`src/rtl/vram_arbiter.sv`:
```
// Single-port VRAM arbiter: display fetch > host access > bulk clear, one slot per cycle.
// Memory bus is registered; reads return through a two-stage tag pipeline.
module vram_arbiter #(
    parameter int ADDR_W     = 10,
    parameter int DATA_W     = 8,
    parameter int STARVE_LIM = 64
) (
    input  logic              clk,
    input  logic              reset,
    input  logic              disp_req,
    input  logic [ADDR_W-1:0] disp_addr,
    output logic              disp_valid,
    output logic [DATA_W-1:0] disp_data,
    input  logic              host_req,
    input  logic              host_we,
    input  logic [ADDR_W-1:0] host_addr,
    input  logic [DATA_W-1:0] host_wdata,
    output logic              host_ack,
    output logic [DATA_W-1:0] host_rdata,
    output logic              host_starved,
    input  logic              clr_start,
    input  logic [DATA_W-1:0] clr_value,
    output logic              clr_busy,
    output logic [ADDR_W-1:0] mem_addr,
    output logic              mem_we,
    output logic [DATA_W-1:0] mem_wdata,
    input  logic [DATA_W-1:0] mem_rdata
);

    localparam logic [1:0] H_IDLE = 2'd0;
    localparam logic [1:0] H_PEND = 2'd1;
    localparam logic [1:0] H_BUSY = 2'd2;

    localparam logic [1:0] T_NONE = 2'd0;
    localparam logic [1:0] T_DISP = 2'd1;
    localparam logic [1:0] T_HRD  = 2'd2;

    localparam logic [7:0]      STARVE_LIM_8 = 8'(STARVE_LIM);
    localparam logic [ADDR_W:0] PTR_ONE      = {{ADDR_W{1'b0}}, 1'b1};

    logic [1:0]        r_hstate;
    logic [1:0]        r_tag1;
    logic [1:0]        r_tag2;
    logic              r_disp_valid;
    logic [DATA_W-1:0] r_disp_data;
    logic              r_host_ack;
    logic [DATA_W-1:0] r_host_rdata;
    logic [7:0]        r_starve_cnt;
    logic              r_clr_busy;
    logic [DATA_W-1:0] r_clr_val;
    logic [ADDR_W:0]   r_clr_ptr;
    logic [ADDR_W-1:0] r_mem_addr;
    logic              r_mem_we;
    logic [DATA_W-1:0] r_mem_wdata;

    logic              w_host_elig;
    logic              w_gnt_disp;
    logic              w_gnt_host;
    logic              w_gnt_clr;
    logic [ADDR_W:0]   w_clr_ptr_next;

    // While BUSY (including the ack cycle) the host is not eligible for a new grant.
    assign w_host_elig    = host_req && (r_hstate != H_BUSY);
    assign w_gnt_disp     = disp_req;
    assign w_gnt_host     = !disp_req && w_host_elig;
    assign w_gnt_clr      = !disp_req && !w_host_elig && r_clr_busy;
    assign w_clr_ptr_next = r_clr_ptr + PTR_ONE;

    assign disp_valid   = r_disp_valid;
    assign disp_data    = r_disp_data;
    assign host_ack     = r_host_ack;
    assign host_rdata   = r_host_rdata;
    assign host_starved = (r_starve_cnt >= STARVE_LIM_8);
    assign clr_busy     = r_clr_busy;
    assign mem_addr     = r_mem_addr;
    assign mem_we       = r_mem_we;
    assign mem_wdata    = r_mem_wdata;

    always_ff @(posedge clk or posedge reset) begin
        if (reset) begin
            r_mem_addr   <= '0;
            r_mem_we     <= 1'b0;
            r_mem_wdata  <= '0;
            r_tag1       <= T_NONE;
            r_tag2       <= T_NONE;
            r_disp_valid <= 1'b0;
            r_disp_data  <= '0;
            r_host_rdata <= '0;
            r_host_ack   <= 1'b0;
        end else begin
            r_mem_we <= 1'b0;
            if (w_gnt_disp) begin
                r_mem_addr <= disp_addr;
            end else if (w_gnt_host) begin
                r_mem_addr <= host_addr;
                r_mem_we   <= host_we;
                if (host_we)
                    r_mem_wdata <= host_wdata;
            end else if (w_gnt_clr) begin
                r_mem_addr  <= r_clr_ptr[ADDR_W-1:0];
                r_mem_we    <= 1'b1;
                r_mem_wdata <= r_clr_val;
            end
            r_tag1 <= w_gnt_disp ? T_DISP : ((w_gnt_host && !host_we) ? T_HRD : T_NONE);
            r_tag2 <= r_tag1;
            r_disp_valid <= (r_tag2 == T_DISP);
            if (r_tag2 == T_DISP)
                r_disp_data <= mem_rdata;
            if (r_tag2 == T_HRD)
                r_host_rdata <= mem_rdata;
            // Writes ack alongside the bus write; reads ack with the returned data.
            r_host_ack <= (w_gnt_host && host_we) || (r_tag2 == T_HRD);
        end
    end

    always_ff @(posedge clk or posedge reset) begin
        if (reset) begin
            r_hstate     <= H_IDLE;
            r_starve_cnt <= '0;
        end else begin
            if (w_gnt_host)
                r_starve_cnt <= '0;
            else if (w_host_elig && (r_starve_cnt != 8'hFF))
                r_starve_cnt <= r_starve_cnt + 8'd1;
            case (r_hstate)
                H_IDLE:  if (w_gnt_host) r_hstate <= H_BUSY;
                         else if (host_req) r_hstate <= H_PEND;
                H_PEND:  if (w_gnt_host) r_hstate <= H_BUSY;
                H_BUSY:  if (r_host_ack) r_hstate <= H_IDLE;
                default: r_hstate <= H_IDLE;
            endcase
        end
    end

    always_ff @(posedge clk or posedge reset) begin
        if (reset) begin
            r_clr_busy <= 1'b0;
            r_clr_val  <= '0;
            r_clr_ptr  <= '0;
        end else if (!r_clr_busy) begin
            if (clr_start) begin
                r_clr_busy <= 1'b1;
                r_clr_val  <= clr_value;
                r_clr_ptr  <= '0;
            end
        end else if (w_gnt_clr) begin
            r_clr_ptr <= w_clr_ptr_next;
            // The extra pointer bit flags that the last address has just been issued.
            if (w_clr_ptr_next[ADDR_W])
                r_clr_busy <= 1'b0;
        end
    end

endmodule

```
`config.mk`:
```
export PLATFORM = sky130hd
export DESIGN_NAME = vram_arbiter
export DESIGN_NICKNAME = d
export VERILOG_FILES = /design/src/rtl/vram_arbiter.sv
export SDC_FILE = /design/constraint.sdc
export NUM_CORES = 1
export LEC_CHECK = 0
export BUFFER_PORTS_ARGS = -buffer_cell sky130_fd_sc_hd__buf_2
export CORE_MARGIN = 3
export CORE_UTILIZATION = 48
export DETAILED_ROUTE_END_ITERATION = 6
export PLACE_DENSITY = 0.82
export SLEW_MARGIN = 5
export SYNTH_ARGS = -nofsm -noshare
export SYNTH_HDL_FRONTEND = slang
export SYNTH_SLANG_ARGS = --single-unit
```
`constraint.sdc`:
```
create_clock -name clk -period 2.3 [get_ports clk]
set_input_delay 0.46 -clock clk [delete_from_list [all_inputs] [get_ports clk]]
set_output_delay 0.46 -clock clk [all_outputs]
set_load 0.05 [all_outputs]
```
==> Flow_metrics.wiki <==
{| class="wikitable"
! Metric !! Value
|-
| Highest metal used || met4
|-
| DRT iter0 DRCs || 139
|-
| Number of search-and-repair iterations in the first detailed-routing pass || 4
|-
| Startpoint type of the worst setup path || flop
|-
| Final hold viol count || 0
|-
| Final TNS setup || 0 ns
|-
| Most frequent standard cell in the layout excluding fill and tap cells || sky130_fd_sc_hd__buf_2
|-
| Initial Util || 0.497
|-
| Sequential share of power || 0.388
|-
| Longest Clk Path Bufs || 2
|-
| Critical path's largest stage delay || 0.43 ns
|-
| Warnings from Yosys || 0
|-
| Static power due to leakage || 1.99 nW
|-
| Diode count || 0
|-
| Net count reported at finish || 445
|-
| CTS clock-pin slew for the worst setup and hold paths || 0.07 ns
|-
| Setup clock skew after layout || 0.00919 ns
|-
| Clock network fraction of design power || 0.240
|-
| Remaining routing DRC violations || 0
|-
| Number of buffers created by CTS || 9
|-
| Global-route wire length before repair || 12.8 mm
|-
| Worst reg2reg path depth || 4
|-
| Total number of H-tree levels || 3
|-
| Port bufs || 88
|-
| Average footprint of a synthesized cell || 11.3 um2
|-
| Final worst-path cycle share || 0.756
|-
| Hold-fix buffer count after cts || 0
|-
| Class of the tightest hold or removal check || input pin to async pin
|-
| Placement-stage worst setup slack || 0.297 ns
|-
| Relative contribution of combinational cells to total power || 0.372
|-
| Wire length on met2 || 3.84 mm
|-
| CP required || 2.53 ns
|-
| Via total after detailed routing || 2611
|-
| Synth Cell Area || 3400 um2
|-
| Height of the die || 90.1 um
|-
| Mapped Nets || 354
|-
| Maximum fanout along the worst path || 9
|-
| Placeable Area || 6830 um2
|-
| Share of final-layout standard cells stronger than drive strength 1 || 0.393
|-
| Number of buffer and inverter stages on the critical path || 0
|-
| Internal power || 0.00272 W
|-
| Source-to-sink clock delay at the later pin of the worst-skew pair || 0.35 ns
|-
| Number of synthesized flops with an enable pin || 0
|-
| Top library cells by usage in the layout, fill and taps aside || sky130_fd_sc_hd__buf_2 (88), sky130_fd_sc_hd__dfrtp_1 (71), sky130_fd_sc_hd__nand2_1 (41)
|-
| Critical path endpoint category || flop
|-
| Ys async rst share || 1.00
|-
| Num rows || 30
|-
| Number of pins exceeding their max-slew limit in the final report || 0
|-
| Pin count of the biggest net entering global routing || 44
|-
| Sequential fraction of the synthesis area || 0.523
|-
| Time the final worst path needs with I/O delays and setup || 1.74 ns
|-
| Levels on crit path || 4
|-
| Routed length per placed instance || 15.2 um
|-
| IO Count || 89
|-
| Worst-case headroom to the max-slew limit || 0.572
|-
| Synth-to-Final Area Change || 21.8%
|-
| Cell family with the largest share of critical-path delay || compound AO/OA/AOI/OAI gates
|-
| Overall die area || 8130 um2
|-
| Result of the run || completed
|-
| Routed wire length on met3 || 338 um
|-
| Number of global-route vias before repair || 2705
|-
| Max-cap viol count || 0
|-
| Synthesis-stage register bit count || 71
|-
| Prevailing post-synth register cell || sky130_fd_sc_hd__dfrtp_1
|-
| Hpwl dp || 5.52 mm
|-
| Total length of routed wires || 7.50 mm
|-
| Metal-1 WL || 3.15 mm
|-
| TritonCTS clock tree || built
|-
| Slowest stage cell on the critical path || sky130_fd_sc_hd__a21o_1
|-
| Sw frac || 0.396
|-
| Power per cell area || 1090 nW/um2
|-
| Number of clock sinks || 71
|-
| Net load switching power || 0.00178 W
|-
| Via density per instance || 5.30
|-
| Routability congestion estimate from global placement || 0.835
|-
| Distinct cells, synth || 45
|-
| Antenna violation net count after detailed routing || 0
|-
| Worst vdd ir || 0.489 mV
|-
| Post-CTS Repair Setup Buffers || 0
|-
| GRT Total Usage || 0.196
|-
| Worst Path Class, Setup || flop to flop
|-
| Initial antenna violation count || 0
|-
| Final setup violation count || 0
|-
| Peak clock frequency supported by timing || 575 MHz
|-
| CTS root buffer || sky130_fd_sc_hd__clkbuf_8
|-
| Count of mapped cells out of synthesis || 302
|-
| Die Span X || 90.1 um
|-
| Transition time at the pin with the least slew margin || 0.641 ns
|-
| RSZ-0062 raised after global routing || false
|-
| Post-route worst setup slack || 0.561 ns
|-
| Global route total overflow || 0
|-
| Number of filler instances in the final layout || 580
|-
| Critical path, cell by cell || nand2b_1 -> a21oi_4 -> a21o_1 -> mux2_4
|-
| Crit path DAT || 1.96 ns
|-
| Cells resized by post-CTS repair || 0
|}
-- Yosys cell counts, types with 3 or more instances --
cell	number	area (um2)
sky130_fd_sc_hd__xnor2_1	3	26.3
sky130_fd_sc_hd__nand3_1	18	90.1
sky130_fd_sc_hd__buf_4	3	22.5
sky130_fd_sc_hd__nor3_1	3	15.0
sky130_fd_sc_hd__buf_6	5	56.3
sky130_fd_sc_hd__mux2_1	7	78.8
sky130_fd_sc_hd__nor2b_1	12	75.1
sky130_fd_sc_hd__o21ai_0	12	60.1
sky130_fd_sc_hd__o221a_2	9	101
sky130_fd_sc_hd__mux2_4	8	120
sky130_fd_sc_hd__mux2_2	19	214
sky130_fd_sc_hd__inv_1	9	33.8
sky130_fd_sc_hd__nand2_1	41	154
sky130_fd_sc_hd__clkbuf_1	7	26.3
sky130_fd_sc_hd__dfrtp_1	71	1780
sky130_fd_sc_hd__nand4_1	3	18.8
sky130_fd_sc_hd__nand2b_1	15	93.8
sky130_fd_sc_hd__mux2i_1	8	80.1
sky130_fd_sc_hd__nor2_1	9	33.8
sky130_fd_sc_hd__a21oi_1	8	40.0
-- sequential cells by signal, indices dropped and copies added, names as in the netlist --
name / cells
r_clr_ptr: 11
r_tag1: 2
r_hstate: 2
r_tag2: 2
host_rdata: 8
host_ack: 1
disp_valid: 1
r_clr_val: 8
disp_data: 8
clr_busy: 1
mem_addr: 10
mem_we: 1
mem_wdata: 8
r_starve_cnt: 8
-- final timing paths --
| path | from | endpoint | slack (ns) |
|---|---|---|---|
| worst min-delay path | reset | mem_addr[2] | 0.19 |
| worst min register to register | r_tag1[0] | r_tag2[0] | 0.34 |
| worst max register to register | r_hstate[0] | mem_wdata[7] | 0.56 |
| min in group clk | clr_value[1] | r_clr_val[1] | 0.30 |
| worst max-delay path | r_hstate[0] | mem_wdata[7] | 0.56 |
| max in group asynchronous | reset | r_starve_cnt[7] | 1.46 |
-- area by class of cell --
type / instances / area, um2 / area share
Clock buffer: 12 / 145 / 0.0351
Clock inverter: 3 / 67.6 / 0.0163
Inverter: 9 / 33.8 / 0.00816
Multi-Input combinational cell: 205 / 1470 / 0.356
Sequential cell: 71 / 1780 / 0.429
Tap cell: 96 / 120 / 0.0290
Timing Repair Buffer: 97 / 520 / 0.126
-- logic make-up (layout without fill, tap and decap cells) --
group / count (synthesis) / count (layout) / synth area share
compound gates: 48 / 48 / 0.112
xor+xnor: 3 / 3 / 0.00773
fa+ha+maj: 2 / 2 / 0.00736
buf+inv: 26 / 121 / 0.0434
flops: 71 / 71 / 0.523
mux: 42 / 42 / 0.145
simple gates: 110 / 110 / 0.161
-- power by group through the flow --
| stage | logic (W) | registers, W | clock network [W] |
|---|---|---|---|
| global placement | 0.00165 | 0.00175 | 0 |
| CTS | 0.00169 | 0.00174 | 0.00110 |
| global route | 0.00180 | 0.00178 | 0.00116 |
| detailed placement | 0.00169 | 0.00176 | 0 |
| finish | 0.00168 | 0.00175 | 0.00108 |
| floorplan | 0.000674 | 0.00240 | 0 |
-- routing by layer --
| metal | vias up | global-route usage |
|---|---|---|
| met2 | 69 | 0.337 |
| met3 | 15 | 0.0477 |
| met5 | - | 0 |
| met1 | 1282 | 0.233 |
| li1 | 1245 | - |
| met4 | 0 | 0.0880 |
-- worst register-to-register path, delay by kind of cell (launching register included) --
| kind | cells | cell delay (ns) |
|---|---|---|
| AND/OR/NAND/NOR | 1 | 0.20 |
| flip-flops | 1 | 0.39 |
| multiplexers | 1 | 0.34 |
| AO/OA/AOI/OAI | 2 | 0.70 |
-- through the flow --
step           instances   util  cell area, um2  total power [W]  hold slack (ns)
3_5_place_dp         478  0.575            3930          0.00345            0.336
3_3_place_gp         478  0.575            3930          0.00340            0.335
6_report             493  0.606            4140          0.00450            0.192
2_1_floorplan        302      -            3400          0.00308            0.331
5_1_grt              493  0.606            4140          0.00474            0.242
4_1_cts              493  0.606            4140          0.00454            0.211
(Power assumes the default switching activity.)
